==> config.mk <==
export PLATFORM = sky130hd
export DESIGN_NAME = sram_bus_adapter
export DESIGN_NICKNAME = d
export VERILOG_FILES = /design/src/rtl/sram_pkg.sv /design/src/rtl/sram_watchdog.sv /design/src/rtl/sram_bus_adapter.sv
export SDC_FILE = /design/constraint.sdc
export NUM_CORES = 1
export LEC_CHECK = 0
export CAP_MARGIN = 20
export CORE_AREA = 2 2 125 127
export CTS_CLUSTER_SIZE = 20
export DETAILED_ROUTE_END_ITERATION = 10
export DIE_AREA = 0 0 127 129
export MAX_ROUTING_LAYER = met4
export PLACE_DENSITY = 0.82
export SLEW_MARGIN = 20
export SYNTH_ARGS = -nofsm -noshare
export SYNTH_HDL_FRONTEND = slang
export SYNTH_HIERARCHICAL = 1
export SYNTH_SLANG_ARGS = --single-unit
==> constraint.sdc <==
create_clock -name clk -period 2.9 [get_ports clk]
set_input_delay 0.29 -clock clk [delete_from_list [all_inputs] [get_ports clk]]
set_output_delay 0.29 -clock clk [all_outputs]
set_load 0.01 [all_outputs]
==> src/rtl/sram_pkg.sv <==
// Shared definitions for the SRAM bus adapter: size encodings, FSM states
// and the alignment check applied to incoming CPU requests.
package sram_pkg;

  localparam logic [1:0] SZ_BYTE = 2'd0;
  localparam logic [1:0] SZ_HALF = 2'd1;
  localparam logic [1:0] SZ_WORD = 2'd2;

  typedef enum logic [2:0] {
    ST_IDLE,
    ST_ISSUE_LO,
    ST_WAIT_LO,
    ST_ISSUE_HI,
    ST_WAIT_HI,
    ST_RESP
  } state_e;

  // A request is rejected when its size is reserved or its address is not
  // naturally aligned for that size.
  function automatic logic req_bad(input logic [1:0] size, input logic [1:0] a);
    case (size)
      SZ_BYTE: req_bad = 1'b0;
      SZ_HALF: req_bad = a[0];
      SZ_WORD: req_bad = |a;
      default: req_bad = 1'b1;
    endcase
  endfunction

endpackage

==> src/rtl/sram_watchdog.sv <==
// Wait-cycle counter for the SRAM adapter. Built only with SRAM_TIMEOUT_EN.
// start clears the count, tick advances it, expire flags the last allowed
// wait cycle so the FSM can abort in that same cycle.
module sram_watchdog #(
  parameter int TIMEOUT_CYCLES = 64,
  parameter int TO_W           = 7
) (
  input  logic clk,
  input  logic rst_n,
  input  logic start,
  input  logic tick,
  output logic expire
);

  logic [TO_W-1:0] cnt_q, cnt_d;

  assign expire = tick && (cnt_q == TO_W'(TIMEOUT_CYCLES - 1));

  // Next count: clear on start, otherwise count wait cycles until expiry.
  always_comb begin
    cnt_d = cnt_q;
    if (start)                cnt_d = '0;
    else if (tick && !expire) cnt_d = cnt_q + 1'b1;
  end

  // Count register.
  always_ff @(posedge clk or negedge rst_n) begin
    if (!rst_n) cnt_q <= '0;
    else        cnt_q <= cnt_d;
  end

endmodule

==> src/rtl/sram_bus_adapter.sv <==
// 32-bit CPU request to 16-bit SRAM sequencer adapter. Word requests become
// two transactions (low half at addr, high half at addr+2, little-endian);
// byte and half requests become one. All outputs are registered.
// Optional macro SRAM_TIMEOUT_EN adds a wait timeout (sram_watchdog).
module sram_bus_adapter
  import sram_pkg::*;
#(
  parameter int TIMEOUT_CYCLES = 64,
  parameter int TO_W           = 7
) (
  input  logic        clk,
  input  logic        rst_n,
  input  logic        req_valid,
  output logic        req_ready,
  input  logic        req_rw,
  input  logic [1:0]  req_size,
  input  logic [31:0] req_addr,
  input  logic [31:0] req_wdata,
  output logic        resp_valid,
  output logic [31:0] resp_rdata,
  output logic        resp_err,
  output logic        sram_valid,
  output logic        sram_rw,
  output logic [31:0] sram_addr,
  output logic [15:0] sram_dtw,
  input  logic [15:0] sram_dtr,
  input  logic        sram_done
);

  if (2 ** TO_W <= TIMEOUT_CYCLES) begin : g_bad_to_w
    $error("TO_W too narrow for TIMEOUT_CYCLES");
  end

  state_e      state_q, state_d;
  logic [31:0] addr_q, addr_d, wdata_q, wdata_d, rdata_q, rdata_d;
  logic [1:0]  size_q, size_d;
  logic        rw_q, rw_d, err_q, err_d;
  logic        req_ready_q, req_ready_d, resp_valid_q, resp_valid_d;
  logic [31:0] resp_rdata_q, resp_rdata_d, sram_addr_q, sram_addr_d;
  logic        resp_err_q, resp_err_d, sram_valid_q, sram_valid_d;
  logic        sram_rw_q, sram_rw_d;
  logic [15:0] sram_dtw_q, sram_dtw_d;
  logic        timeout;

`ifdef SRAM_TIMEOUT_EN
  logic wd_start, wd_tick;
  assign wd_start = (state_q == ST_ISSUE_LO) || (state_q == ST_ISSUE_HI);
  assign wd_tick  = (state_q == ST_WAIT_LO)  || (state_q == ST_WAIT_HI);

  sram_watchdog #(.TIMEOUT_CYCLES(TIMEOUT_CYCLES), .TO_W(TO_W)) u_wd (
    .clk    (clk),
    .rst_n  (rst_n),
    .start  (wd_start),
    .tick   (wd_tick),
    .expire (timeout)
  );
`else
  assign timeout = 1'b0;
`endif

  // Next state, request capture, read assembly and registered-output values.
  always_comb begin
    state_d      = state_q;
    addr_d       = addr_q;
    wdata_d      = wdata_q;
    rdata_d      = rdata_q;
    size_d       = size_q;
    rw_d         = rw_q;
    err_d        = err_q;
    sram_addr_d  = sram_addr_q;
    sram_rw_d    = sram_rw_q;
    sram_dtw_d   = sram_dtw_q;
    resp_rdata_d = '0;
    resp_err_d   = 1'b0;

    case (state_q)
      ST_IDLE: if (req_valid) begin
        addr_d  = req_addr;
        wdata_d = req_wdata;
        size_d  = req_size;
        rw_d    = req_rw;
        rdata_d = '0;
        err_d   = req_bad(req_size, req_addr[1:0]);
        state_d = err_d ? ST_RESP : ST_ISSUE_LO;
      end
      ST_ISSUE_LO: state_d = ST_WAIT_LO;
      ST_WAIT_LO: if (sram_done) begin
        if (size_q == SZ_BYTE)
          rdata_d = {24'b0, addr_q[0] ? sram_dtr[15:8] : sram_dtr[7:0]};
        else
          rdata_d = {16'b0, sram_dtr};
        state_d = (size_q == SZ_WORD) ? ST_ISSUE_HI : ST_RESP;
      end else if (timeout) begin
        err_d   = 1'b1;
        state_d = ST_RESP;
      end
      ST_ISSUE_HI: state_d = ST_WAIT_HI;
      ST_WAIT_HI: if (sram_done) begin
        rdata_d[31:16] = sram_dtr;
        state_d        = ST_RESP;
      end else if (timeout) begin
        err_d   = 1'b1;
        state_d = ST_RESP;
      end
      ST_RESP: state_d = ST_IDLE;
      default: state_d = ST_IDLE;
    endcase

    // Transaction fields are loaded as the strobe goes out and then held.
    if (state_q == ST_IDLE && state_d == ST_ISSUE_LO) begin
      sram_addr_d = req_addr;
      sram_rw_d   = req_rw;
      sram_dtw_d  = (req_size == SZ_BYTE) ? {2{req_wdata[7:0]}} : req_wdata[15:0];
    end
    if (state_q == ST_WAIT_LO && state_d == ST_ISSUE_HI) begin
      sram_addr_d = addr_q + 32'd2;
      sram_dtw_d  = wdata_q[31:16];
    end

    sram_valid_d = (state_d == ST_ISSUE_LO) || (state_d == ST_ISSUE_HI);
    req_ready_d  = (state_d == ST_IDLE);
    resp_valid_d = (state_d == ST_RESP);
    if (resp_valid_d) begin
      resp_err_d   = err_d;
      resp_rdata_d = (rw_d || err_d) ? 32'b0 : rdata_d;
    end
  end

  // State and output registers.
  always_ff @(posedge clk or negedge rst_n) begin
    if (!rst_n) begin
      state_q      <= ST_IDLE;
      addr_q       <= '0;
      wdata_q      <= '0;
      rdata_q      <= '0;
      size_q       <= SZ_BYTE;
      rw_q         <= 1'b0;
      err_q        <= 1'b0;
      req_ready_q  <= 1'b1;
      resp_valid_q <= 1'b0;
      resp_rdata_q <= '0;
      resp_err_q   <= 1'b0;
      sram_valid_q <= 1'b0;
      sram_rw_q    <= 1'b0;
      sram_addr_q  <= '0;
      sram_dtw_q   <= '0;
    end else begin
      state_q      <= state_d;
      addr_q       <= addr_d;
      wdata_q      <= wdata_d;
      rdata_q      <= rdata_d;
      size_q       <= size_d;
      rw_q         <= rw_d;
      err_q        <= err_d;
      req_ready_q  <= req_ready_d;
      resp_valid_q <= resp_valid_d;
      resp_rdata_q <= resp_rdata_d;
      resp_err_q   <= resp_err_d;
      sram_valid_q <= sram_valid_d;
      sram_rw_q    <= sram_rw_d;
      sram_addr_q  <= sram_addr_d;
      sram_dtw_q   <= sram_dtw_d;
    end
  end

  assign req_ready  = req_ready_q;
  assign resp_valid = resp_valid_q;
  assign resp_rdata = resp_rdata_q;
  assign resp_err   = resp_err_q;
  assign sram_valid = sram_valid_q;
  assign sram_rw    = sram_rw_q;
  assign sram_addr  = sram_addr_q;
  assign sram_dtw   = sram_dtw_q;

endmodule

Word level (Yosys, flattened, before mapping). Cells that the tools add are included.

Add/sub/neg operators: 1. Multiplexer cells: 28. Equal/unequal tests: 10. Reduce and logical (&&, ||, !) cells: 11.

Operators by type and width (number): 2-to-1 mux 32 bit (6); 2-to-1 mux 16 bit (5); case mux 16 bit (3 select lines) (1); adder 32 x 2 -> 32 bit, second input constant (1); case mux 16 bit (2 select lines) (1); 2-to-1 mux 3 bit (5); case mux 3 bit (5 select lines) (1); == test 3 x 2 -> 1 bit, second input constant (3); 2-to-1 mux 8 bit (1); 2-to-1 mux 1 bit (7); == test 3 x 1 -> 1 bit, second input constant (2); == test 3 bit, second input constant (2); zero test 3 bit (2); == test 2 bit, second input constant (2); zero test 2 bit (2); case mux 1 bit (3 select lines) (1); == test 2 x 1 -> 1 bit, second input constant (1); logical AND 1 bit (2); logical OR 1 bit (2); AND reduction 2 bit (1); nonzero test 2 bit (1); OR reduction 2 bit (1).

Bits in registers: 188. Bits of input ports: 87. Output and inout port bits: 85.

Logic depth before layout (Yosys ltp). Gate-level depths: netlist (run 1).

Depth after elaboration: 11. Depth in mapped cells: 10. Gate-level depth less buffers: 7.

Worst setup path after synthesis (run 1). OpenSTA, ideal clock, no wires.

Path type: flip-flop to flip-flop. Start point: register state_q[0]. End point: register sram_rw_q (netlist: sram_rw). Arrival: 2.065 ns. Period minus slack after synthesis: 2.189 ns. Path buffers: 3. Library setup time: 0.125 ns. Cell stages (with the launch flop): 10. Path slack: 0.711 ns. Required time: 2.775 ns. Cell sequence: dfrtp_1 buf_2 or4b_1 buf_2 nor3_2 a211oi_2 inv_4 or3_1 buf_2 mux2_2.

Word-level cells in the longest chain between the ends: 4. Elaborated cells on any way between the ends: 11.

RTL lines: from (decl) (RTL line sram_bus_adapter.sv:34) `state_e state_q, state_d;`; from (signal assigned) (RTL line sram_bus_adapter.sv:148) `state_q <= state_d;`; == test 3 bit (tied with other cells) (RTL line sram_bus_adapter.sv:76) `case (state_q)`; case mux 3 bit (5 select lines) (RTL line sram_bus_adapter.sv:76); == test 3 x 1 -> 1 bit (RTL line sram_bus_adapter.sv:110) `if (state_q == ST_IDLE && state_d == ST_ISSUE_LO) begin`; logical AND 1 bit * (RTL line sram_bus_adapter.sv:110); to (signal assigned) (RTL line sram_bus_adapter.sv:160) `sram_rw_q <= sram_rw_d;`; to (decl) (RTL line sram_bus_adapter.sv:41) `logic sram_rw_q, sram_rw_d;`.

Mark *: on every way between the ends. The rest lies on a longest branch, timed or not. A chain may end at the register's enable or synchronous reset.

Final worst setup path (run 1).
Start point: register state_q[0]. End point: register resp_rdata_q[26] (netlist: resp_rdata[26]).

Word-level cells in the longest chain between the ends: 5. Elaborated cells on any way between the ends: 16.

RTL lines: parallel branches: the longest is 4 deep, another holds case mux 3 bit (5 select lines); 2-to-1 mux 32 bit * (RTL line sram_bus_adapter.sv:123) `if (resp_valid_d) begin`; via resp_rdata_d[26] (RTL line sram_bus_adapter.sv:39) `logic [31:0] resp_rdata_q, resp_rdata_d, sram_addr_q, sram_addr_d;`; to (signal assigned) (RTL line sram_bus_adapter.sv:157) `resp_rdata_q <= resp_rdata_d;`; to (decl) (RTL line sram_bus_adapter.sv:39).

Mark *: on every way through the listed nets, which the timed path passes.

==> results of run 1 <==
## layout make-up
class                   count  area (um^2)
well taps                 188        235.2
repair buffers            188         1868
inverters                  20        77.57
clock inverters             7        138.9
multi-input cells         459         2778
fillers                  1157         5112
clock buffers              24        461.7
flip-flops and latches    172         4305
## per-layer routing
metal / global-route usage [%] / vias to the layer above / routed length [um]
li1: - / 2745 / -
met1: 31.28 / 2853 / 8174
met2: 39.50 / 233 / 9217
met3: 6.071 / 33 / 1309
met4: 8.856 / 0 / 422
met5: - / - / 0
## cells in the final DEF (no fill, tap or decap), drive strengths merged, types with 2 or more instances in the layout
| cell type | n |
|---|---|
| a211oi | 9 |
| a21oi | 15 |
| a221o | 17 |
| a22o | 24 |
| and2 | 5 |
| and3 | 2 |
| and4 | 7 |
| buf | 17 |
| bufinv | 4 |
| clkbuf | 24 |
| clkdlybuf4s50 | 170 |
| clkinv | 3 |
| dfrtp | 171 |
| inv | 20 |
| mux2 | 2 |
| mux2i | 17 |
| nand2 | 143 |
| nand2b | 2 |
| nand3 | 11 |
| nand4 | 11 |
| nor2 | 28 |
| nor2b | 34 |
| nor3 | 13 |
| nor4 | 4 |
| o211ai | 2 |
| o21ai | 42 |
| o221a | 10 |
| o221ai | 11 |
| or2 | 9 |
| or3 | 7 |
| or4 | 2 |
| xnor2 | 11 |
| xor2 | 12 |
## timing repair
item,CTS,global route
hold buffers,1,0
hold endpoints to repair,56,0
endpoints found under the setup margin,0,0
resized for setup,0,0
## registers in the layout (all words and copies together), names as in the netlist, 2 cells and up
signal,count
addr_q,32
resp_rdata,32
rdata_q,32
state_q,3
size_q,2
sram_dtw,16
sram_addr,32
wdata_q,16
## per-stage QoR
stage	cells	instance area, um^2	power, mW
global route	1058	9864	10.45
global placement	1026	9254	7.386
floorplan	692	7345	5.956
detailed placement	1026	9254	7.531
finish	1058	9864	9.878
CTS	1058	9864	9.905
## cells by family (layout without fill, tap and decap cells)
logic type               count (synthesis)  count (layout)  synth area share (%)
buffers and inverters                   61             239                 3.765
XOR/XNOR                                23              23                 2.743
adder cells (fa/ha/maj)                  1               1                0.1703
flip-flops                             172             172                 58.62
AO/OA/AOI/OAI                          134             134                 13.59
multiplexers                            19              19                 2.623
AND/OR/NAND/NOR                        282             282                 18.48
## worst min-delay path by stage
stage / endpoint / slack [ns] / depth (start not counted)
floorplan: addr_q[0] / -0.006 / 0
finish: resp_rdata[22] / 0.39 / 2
detailed placement: resp_rdata[22] / 0.29 / 1
CTS: wdata_q[17] / 0.38 / 3
global route: wdata_q[16] / 0.41 / 3
global placement: resp_rdata[22] / 0.29 / 1
## power by group
| part | leakage [nW] | switching [mW] | total [mW] | internal (mW) |
|---|---|---|---|---|
| Combinational | 1.82 | 1.88 | 3.63 | 1.75 |
| Sequential | 2.20 | 0.617 | 3.91 | 3.29 |
| Clock | 0.292 | 0.881 | 2.34 | 1.46 |
| Total | 4.31 | 3.37 | 9.88 | 6.50 |
## worst register-to-register path, cell delays in order (launching register included)
cell      delay, ns
dfrtp_1        0.47
or4b_2         0.74
nor3_2         0.25
a211oi_2       0.08
inv_4          0.09
buf_4          0.20
o211ai_1       0.12
buf_4          0.28
nor2b_1        0.17
==> out/metrics.csv, run 1 <==
metric;value;unit
status;finished, final reports clean;
p_per_area;1001;nW/um^2
crit_top_cell;buf_4;
port_buffers;171;
rsz0062_at_grt;no;
dpl.hpwl;12.76;mm
worst_pin_slew;1.135;ns
finalCriticalPeriod;2.476;ns
fp-row-count;45;
max_stage_delay;0.74;ns
path_delay_family;simple AND/OR/NAND/NOR gates;
drc_errors;0;
drtPass1Iterations;4;
cap_viol_max_count;0;
synth_top_area_share;58.26;%
seq_area_frac_synth;58.62;%
grt.total_usage;24.83;%
core_region_area;14980;um^2
synth_area_leaders;dfrtp_1 (58%), nand2_1 (7.3%), nor2b_1 (2.9%);
vias;5864;
antenna_found_initial;0;
tns;0;ns
overflow;0;
vias_per_cell;5.543;
die_w;127;um
hold_path_class;in -> async;
postSynthCellCount;692;
fmax;403.9;MHz
crit_fanout;32;
pre_cts_ws;0.07506;ns
syn_avg_cell_area;10.61;um^2
worstPathArrival;2.82;ns
cts_max_level;4;
synth_edf_count;0;
synth_ff_type;dfrtp_1;
hold_viol;0;
wl_per_cell;18.08;um
crit_path_top_delay_cell;or4b_2;
path_cells;or4b_2, nor3_2, a211oi_2, inv_4, buf_4, o211ai_1, buf_4, nor2b_1;
wirelength;19.12;mm
grt_pass1_wl;30.68;mm
synth.most_common_cell;dfrtp_1;
diodes;0;
synthTopCellsByCount;dfrtp_1 (171), nand2_1 (142), o21ai_0 (42);
clockBufferDepth;2;
leakage;4.310;nW
floorplan.initialDensity;49.04;%
drtIter0Drc;440;
endpoint_kind;register;
clock_latency;0.43;ns
holdWs;0.3918;ns
r2r_setup_slack;0.42;ns
cts_buffers;17;
synth.cell_area;7345;um^2
drive_gt1_share;8.506;%
gp_congestion;0.8352;
synth_cell_types;49;
cp.required;3.25;ns
cts.sink_count;172;
path_clk_slew;0.06;ns
reg2reg_to;resp_rdata[26];
area_growth;34.31;%
cp-startpoint;state_q[0];
cp.depth;8;
clockRootBuffer;clkbuf_16;
yosysTopAreaCell;dfrtp_1;
grt_max_degree;79;
setup_slack;0.4242;ns
ys_ff_latch;172;
nets;946;
finalClockSkew;0.008484;ns
pin_count;172;
timing.rr.start;state_q[0];
crit_end;resp_rdata[26];
final_util;65.86;%
vdd_drop_max;0.0006905;V
post-route-period-util;85.37;%
cts_tree;done;
slew-limit-headroom;24.06;%
synth_fp_nets;780;
postCtsSetupBuffers;0;
finalMaxSlewViolations;0;
yosysWarnings;6;
ant_nets;0;
die_y;129;um
setup_viol;0;
r2r_cells;8;
async_reset_ff_share;100.0;%
die_area;16380;um^2
grt_pass1_vias;6055;
path_buf_inv;3;
critPathLaunchType;register;
worstSetupPathType;reg -> reg;
Note: power is estimated with default switching activity, not from simulation.
==> inputs of run 2 (changes only) <==
--- a/config.mk
+++ b/config.mk
@@ -6,12 +6,12 @@
 export NUM_CORES = 1
 export LEC_CHECK = 0
 export CAP_MARGIN = 20
-export CORE_AREA = 2 2 125 127
+export CORE_AREA = 2 2 139 141
 export CTS_CLUSTER_SIZE = 20
 export DETAILED_ROUTE_END_ITERATION = 10
-export DIE_AREA = 0 0 127 129
+export DIE_AREA = 0 0 141 143
 export MAX_ROUTING_LAYER = met4
-export PLACE_DENSITY = 0.82
+export PLACE_DENSITY = 0.69
 export SLEW_MARGIN = 20
 export SYNTH_ARGS = -nofsm -noshare
 export SYNTH_HDL_FRONTEND = slang
==> run 2 against run 1 <==
Non-clock buffer count increased by 4. Highest routed layer unchanged. Sequential power about the same. Largest cell class unchanged. Largest power group unchanged. Fmax decreased by 2.2%. Via count decreased by 0.99%. Count of clock-buffer cells in the layout decreased by 1. Setup slack got worse by 0.056 ns. Wire length increased by 1.1%. Sequential cell count unchanged. Combinational power about the same. Design area increased by 1.5%. First-iteration DRC count decreased by 13%.
==> out/metrics.csv, run 2 (synthesized netlist as in run 1, its figures left out) <==
metric;value;unit
die_y;143;um
finalClockSkew;0.009189;ns
finalMaxSlewViolations;0;
area_growth;36.30;%
layout_common_cells;dfrtp_1 (171), clkdlybuf4s50_1 (170), nand2_1 (142);
power;10.07;mW
hold_path_class;in -> reg;
slew-limit-headroom;40.54;%
floorplan.initialDensity;39.53;%
grt.total_usage;20.44;%
intPower;6.666;mW
swShare;33.81;%
grt_pass1_wl;31.32;mm
pwr-share-seq;38.7;%
cts_buffers;17;
nets;950;
wirelength;19.34;mm
vias;5806;
path_buf_inv;2;
crit_fanout;22;
placed_area;9321;um^2
holdWs;0.3962;ns
antenna_found_initial;0;
status;finished, final reports clean;
finalCriticalPeriod;2.531;ns
setup_viol;0;
crit_path_top_delay_cell;or4b_2;
drc_errors;0;
port_buffers;171;
leakage;4.364;nW
pre_cts_ws;-0.04111;ns
final_common_cell;dfrtp_1;
final_util;53.88;%
core_region_area;18580;um^2
clock_latency;0.43;ns
fmax;395.0;MHz
tns;0;ns
drtPass1Iterations;5;
hold_viol;0;
p_switching;3.406;mW
clockBufferDepth;2;
worst_pin_slew;0.8887;ns
drive_gt1_share;9.714;%
diodes;0;
p_per_area;1006;nW/um^2
fp-row-count;50;
placed_cells;1075;
cts.sink_count;172;
worstSetupPathType;reg -> reg;
stdcell_area;10010;um^2
path_delay_family;simple AND/OR/NAND/NOR gates;
wl_per_cell;17.44;um
clockRootBuffer;clkbuf_16;
endpoint_kind;register;
grt_max_degree;62;
cp.required;3.21;ns
p_clk_share;25.0;%
rsz0062_at_grt;no;
ant_nets;0;
cts_tree;done;
pwr-share-comb;36.3;%
vdd_drop_max;0.0006495;V
grt_pass1_vias;5900;
dpl.hpwl;13.18;mm
worstPathArrival;2.84;ns
die_area;20160;um^2
path_clk_slew;0.06;ns
die_w;141;um
cts_max_level;4;
vias_per_cell;5.235;
path_cells;or4b_2, nor3_2, a211oi_2, inv_4, or3_1, buf_12, mux2_2;
gp_congestion;0.8455;
cap_viol_max_count;0;
max_stage_delay;0.68;ns
pin_count;172;
overflow;0;
critPathLaunchType;register;
setup_slack;0.3686;ns
drtIter0Drc;381;
post-route-period-util;87.29;%
fin_cells;1109;
-- run 2: changes by cell type in the layout (fill, tap and decap cells not counted) --
| cell | delta |
|---|---|
| clkinv_4 | +2 |
| clkbuf_8 | +5 |
| buf_12 | -1 |
| buf_4 | +4 |
| buf_8 | +1 |
| clkbuf_1 | -6 |
-- run 2: tightest hold or removal path, delay by kind of cell --
family        cells  cell delay [ns]
buf+inv           1             0.40
simple gates      2             0.10
-- run 2: power groups by stage --
stage	sequential, mW	combinational, mW	clock [mW]
2_1_floorplan	3.94	2.02	0
4_1_cts	3.90	3.67	2.55
3_5_place_dp	3.92	3.65	0
3_3_place_gp	3.91	3.55	0
5_1_grt	4.02	4.03	2.66
6_report	3.90	3.66	2.51
-- run 2: worst paths after layout --
path	startpoint	endpoint	slack, ns	depth (start not counted)
setup / recovery	state_q[2]	sram_rw	0.37	7
hold / removal	req_wdata[18]	wdata_q[18]	0.40	3
setup reg to reg	state_q[2]	sram_rw	0.37	7
hold reg to reg	wdata_q[20]	wdata_q[20]	0.47	2
max in group asynchronous	rst_n	addr_q[26]	1.63	3
min in group asynchronous	rst_n	addr_q[31]	0.41	2
-- run 2: cell type report --
type | instances | area [um^2]
clock buffer | 23 | 508.0
clock inverter | 9 | 156.4
fill | 1642 | 8569
inverter | 20 | 77.57
multi-input combinational | 459 | 2778
sequential | 172 | 4305
tap | 234 | 292.8
timing repair buffer | 192 | 1893
-- run 2: layer usage --
layer  GRT usage, %  wire [um]  up-vias
met3          4.460       1058       27
met4          6.526        349        0
met5              -          0        -
met2          31.71       9207      187
li1               -          -     2742
met1          27.03       8719     2850
-- run 2: repair_timing --
item / CTS / global route
hold endpoints to repair: 56 / 0
hold buffers: 1 / 0
gates resized for setup: 0 / 0
buffers inserted: 0 / 0
==> inputs of run 3 (changes only) <==
--- a/config.mk
+++ b/config.mk
@@ -6,12 +6,12 @@
 export NUM_CORES = 1
 export LEC_CHECK = 0
 export CAP_MARGIN = 20
-export CORE_AREA = 2 2 139 141
+export CORE_AREA = 2 2 148 150
 export CTS_CLUSTER_SIZE = 20
 export DETAILED_ROUTE_END_ITERATION = 10
-export DIE_AREA = 0 0 141 143
+export DIE_AREA = 0 0 150 152
 export MAX_ROUTING_LAYER = met4
-export PLACE_DENSITY = 0.69
+export PLACE_DENSITY = 0.62
 export SLEW_MARGIN = 20
 export SYNTH_ARGS = -nofsm -noshare
 export SYNTH_HDL_FRONTEND = slang
==> run 3 against run 2 <==
Via count fell by 0.14%. Sequential cell count unchanged. Final cell count increased by 4.1%. Power down 1.3%. Setup slack better by 0.0046 ns. Global-route usage down 2.0 points. Wire length increased by 3.0%. Core utilization fell by 6.9 points. Die area up 13%. Sequential share of layout area decreased by 0.059 points. Non-clock buffer count shrank 1. Critical endpoint is now resp_rdata[20]. Largest power group unchanged. Highest routed layer unchanged.
==> out/metrics.csv, run 3 (synthesized netlist as in run 1, its figures left out) <==
metric;value;unit
hold_path_class;in -> reg;
antenna_found_initial;0;
clock_latency;0.44;ns
drc_errors;0;
crit_top_cell;buf_4;
critPathLaunchType;register;
area_growth;36.49;%
path_buf_inv;3;
wl_per_cell;17.25;um
finalClockSkew;0.01563;ns
pin_count;172;
vias;5798;
cap_viol_max_count;0;
dpl.hpwl;13.30;mm
ant_nets;0;
cts_max_level;4;
crit_path_top_delay_cell;or4b_2;
pre_cts_ws;0.02633;ns
drtIter0Drc;301;
crit_fanout;32;
port_buffers;171;
status;finished, final reports clean;
hold_viol;0;
diodes;0;
worstPathArrival;2.88;ns
postCtsSetupBuffers;0;
tns;0;ns
grt.total_usage;18.42;%
cts.sink_count;172;
clockBufferDepth;2;
p_clk_share;23.9;%
final_common_cell;dfrtp_1;
core_region_area;21350;um^2
wirelength;19.91;mm
worstSetupPathType;reg -> reg;
overflow;0;
p_switching;3.463;mW
die_area;22800;um^2
finalCriticalPeriod;2.527;ns
gp_congestion;0.8093;
die_y;152;um
drtPass1Iterations;5;
path_clk_slew;0.06;ns
grt_pass1_vias;5931;
pwr-share-seq;39.4;%
cp.required;3.25;ns
max_stage_delay;0.74;ns
rsz0062_at_grt;no;
die_w;150;um
path_delay_family;simple AND/OR/NAND/NOR gates;
endpoint_kind;register;
pwr-share-comb;36.7;%
cts_buffers;17;
layout_common_cells;dfrtp_1 (171), clkdlybuf4s50_1 (170), nand2_1 (142);
swShare;34.82;%
intPower;6.481;mW
fillers;2011;
setup_viol;0;
grt_max_degree;74;
fmax;395.7;MHz
nets;949;
cts_tree;done;
p_per_area;991.9;nW/um^2
vdd_drop_max;0.0006427;V
floorplan.initialDensity;34.40;%
path_cells;or4b_2, nor3_2, a211oi_2, inv_4, buf_4, o211ai_1, buf_4, nor2b_1;
leakage;4.329;nW
post-route-period-util;87.13;%
drive_gt1_share;9.611;%
vias_per_cell;5.024;
clockRootBuffer;clkbuf_16;
power;9.944;mW
slew-limit-headroom;51.91;%
setup_slack;0.3731;ns
finalMaxSlewViolations;0;
fp-row-count;54;
worst_pin_slew;0.7214;ns
grt_pass1_wl;31.68;mm
run 3: worst register-to-register path, cell delays in order (launching register included):
cell and delay (ns):
dfrtp_1 0.48, or4b_2 0.74, nor3_2 0.27, a211oi_2 0.09
inv_4 0.10, buf_4 0.21, o211ai_1 0.12, buf_4 0.26
nor2b_1 0.18
run 3: what timing repair did:
item	in CTS	in global routing
hold endpoints to repair	70	0
gates resized for setup	0	0
hold buffers	1	0
run 3: cell type report:
| type | instances | area, um^2 | share of cell area [%] |
|---|---|---|---|
| multi-input cells | 459 | 2778 | 27.71 |
| inverters | 20 | 77.57 | 0.7738 |
| well taps | 280 | 350.3 | 3.495 |
| clock inverters | 13 | 162.7 | 1.623 |
| repair buffers | 191 | 1898 | 18.93 |
| clock buffers | 19 | 452.9 | 4.518 |
| flip-flops and latches | 172 | 4305 | 42.95 |
run 3: routing by layer:
layer | global-route usage, % | routed length, um | up-vias
met4 | 6.199 | 423 | 0
met3 | 5.225 | 1335 | 29
met1 | 24.02 | 9025 | 2834
met5 | - | 0 | -
met2 | 27.64 | 9123 | 182
li1 | - | - | 2753
run 3: stage by stage:
step / std cells / hold slack [ns] / instance area (um^2) / utilization, %
after floorplan: 692 / -0.005591 / 7345 / -
final: 1154 / 0.3879 / 10020 / 46.95
after global placement: 1120 / 0.3750 / 9384 / 43.95
after CTS: 1153 / 0.3685 / 10010 / 46.88
after global routing: 1154 / 0.3861 / 10020 / 46.95
after detailed placement: 1120 / 0.3868 / 9384 / 43.95
run 3: worst paths after layout:
kind | from | end | cells after the start | slack (ns)
worst max-delay path | state_q[0] | resp_rdata[20] | 8 | 0.37
worst min-delay path | req_wdata[23] | wdata_q[23] | 3 | 0.39
worst max register to register | state_q[0] | resp_rdata[20] | 8 | 0.37
worst min register to register | wdata_q[19] | wdata_q[19] | 2 | 0.47
max in group asynchronous | rst_n | state_q[1] | 3 | 1.71
min in group asynchronous | rst_n | wdata_q[21] | 2 | 0.44
run 3: power by group through the flow:
stage / Combinational, mW / Clock [mW] / Sequential (mW)
after global placement: 3.55 / 0 / 3.94
final: 3.65 / 2.38 / 3.92
after floorplan: 2.02 / 0 / 3.94
after global routing: 4.00 / 2.53 / 4.04
after detailed placement: 3.65 / 0 / 3.94
after CTS: 3.66 / 2.43 / 3.92
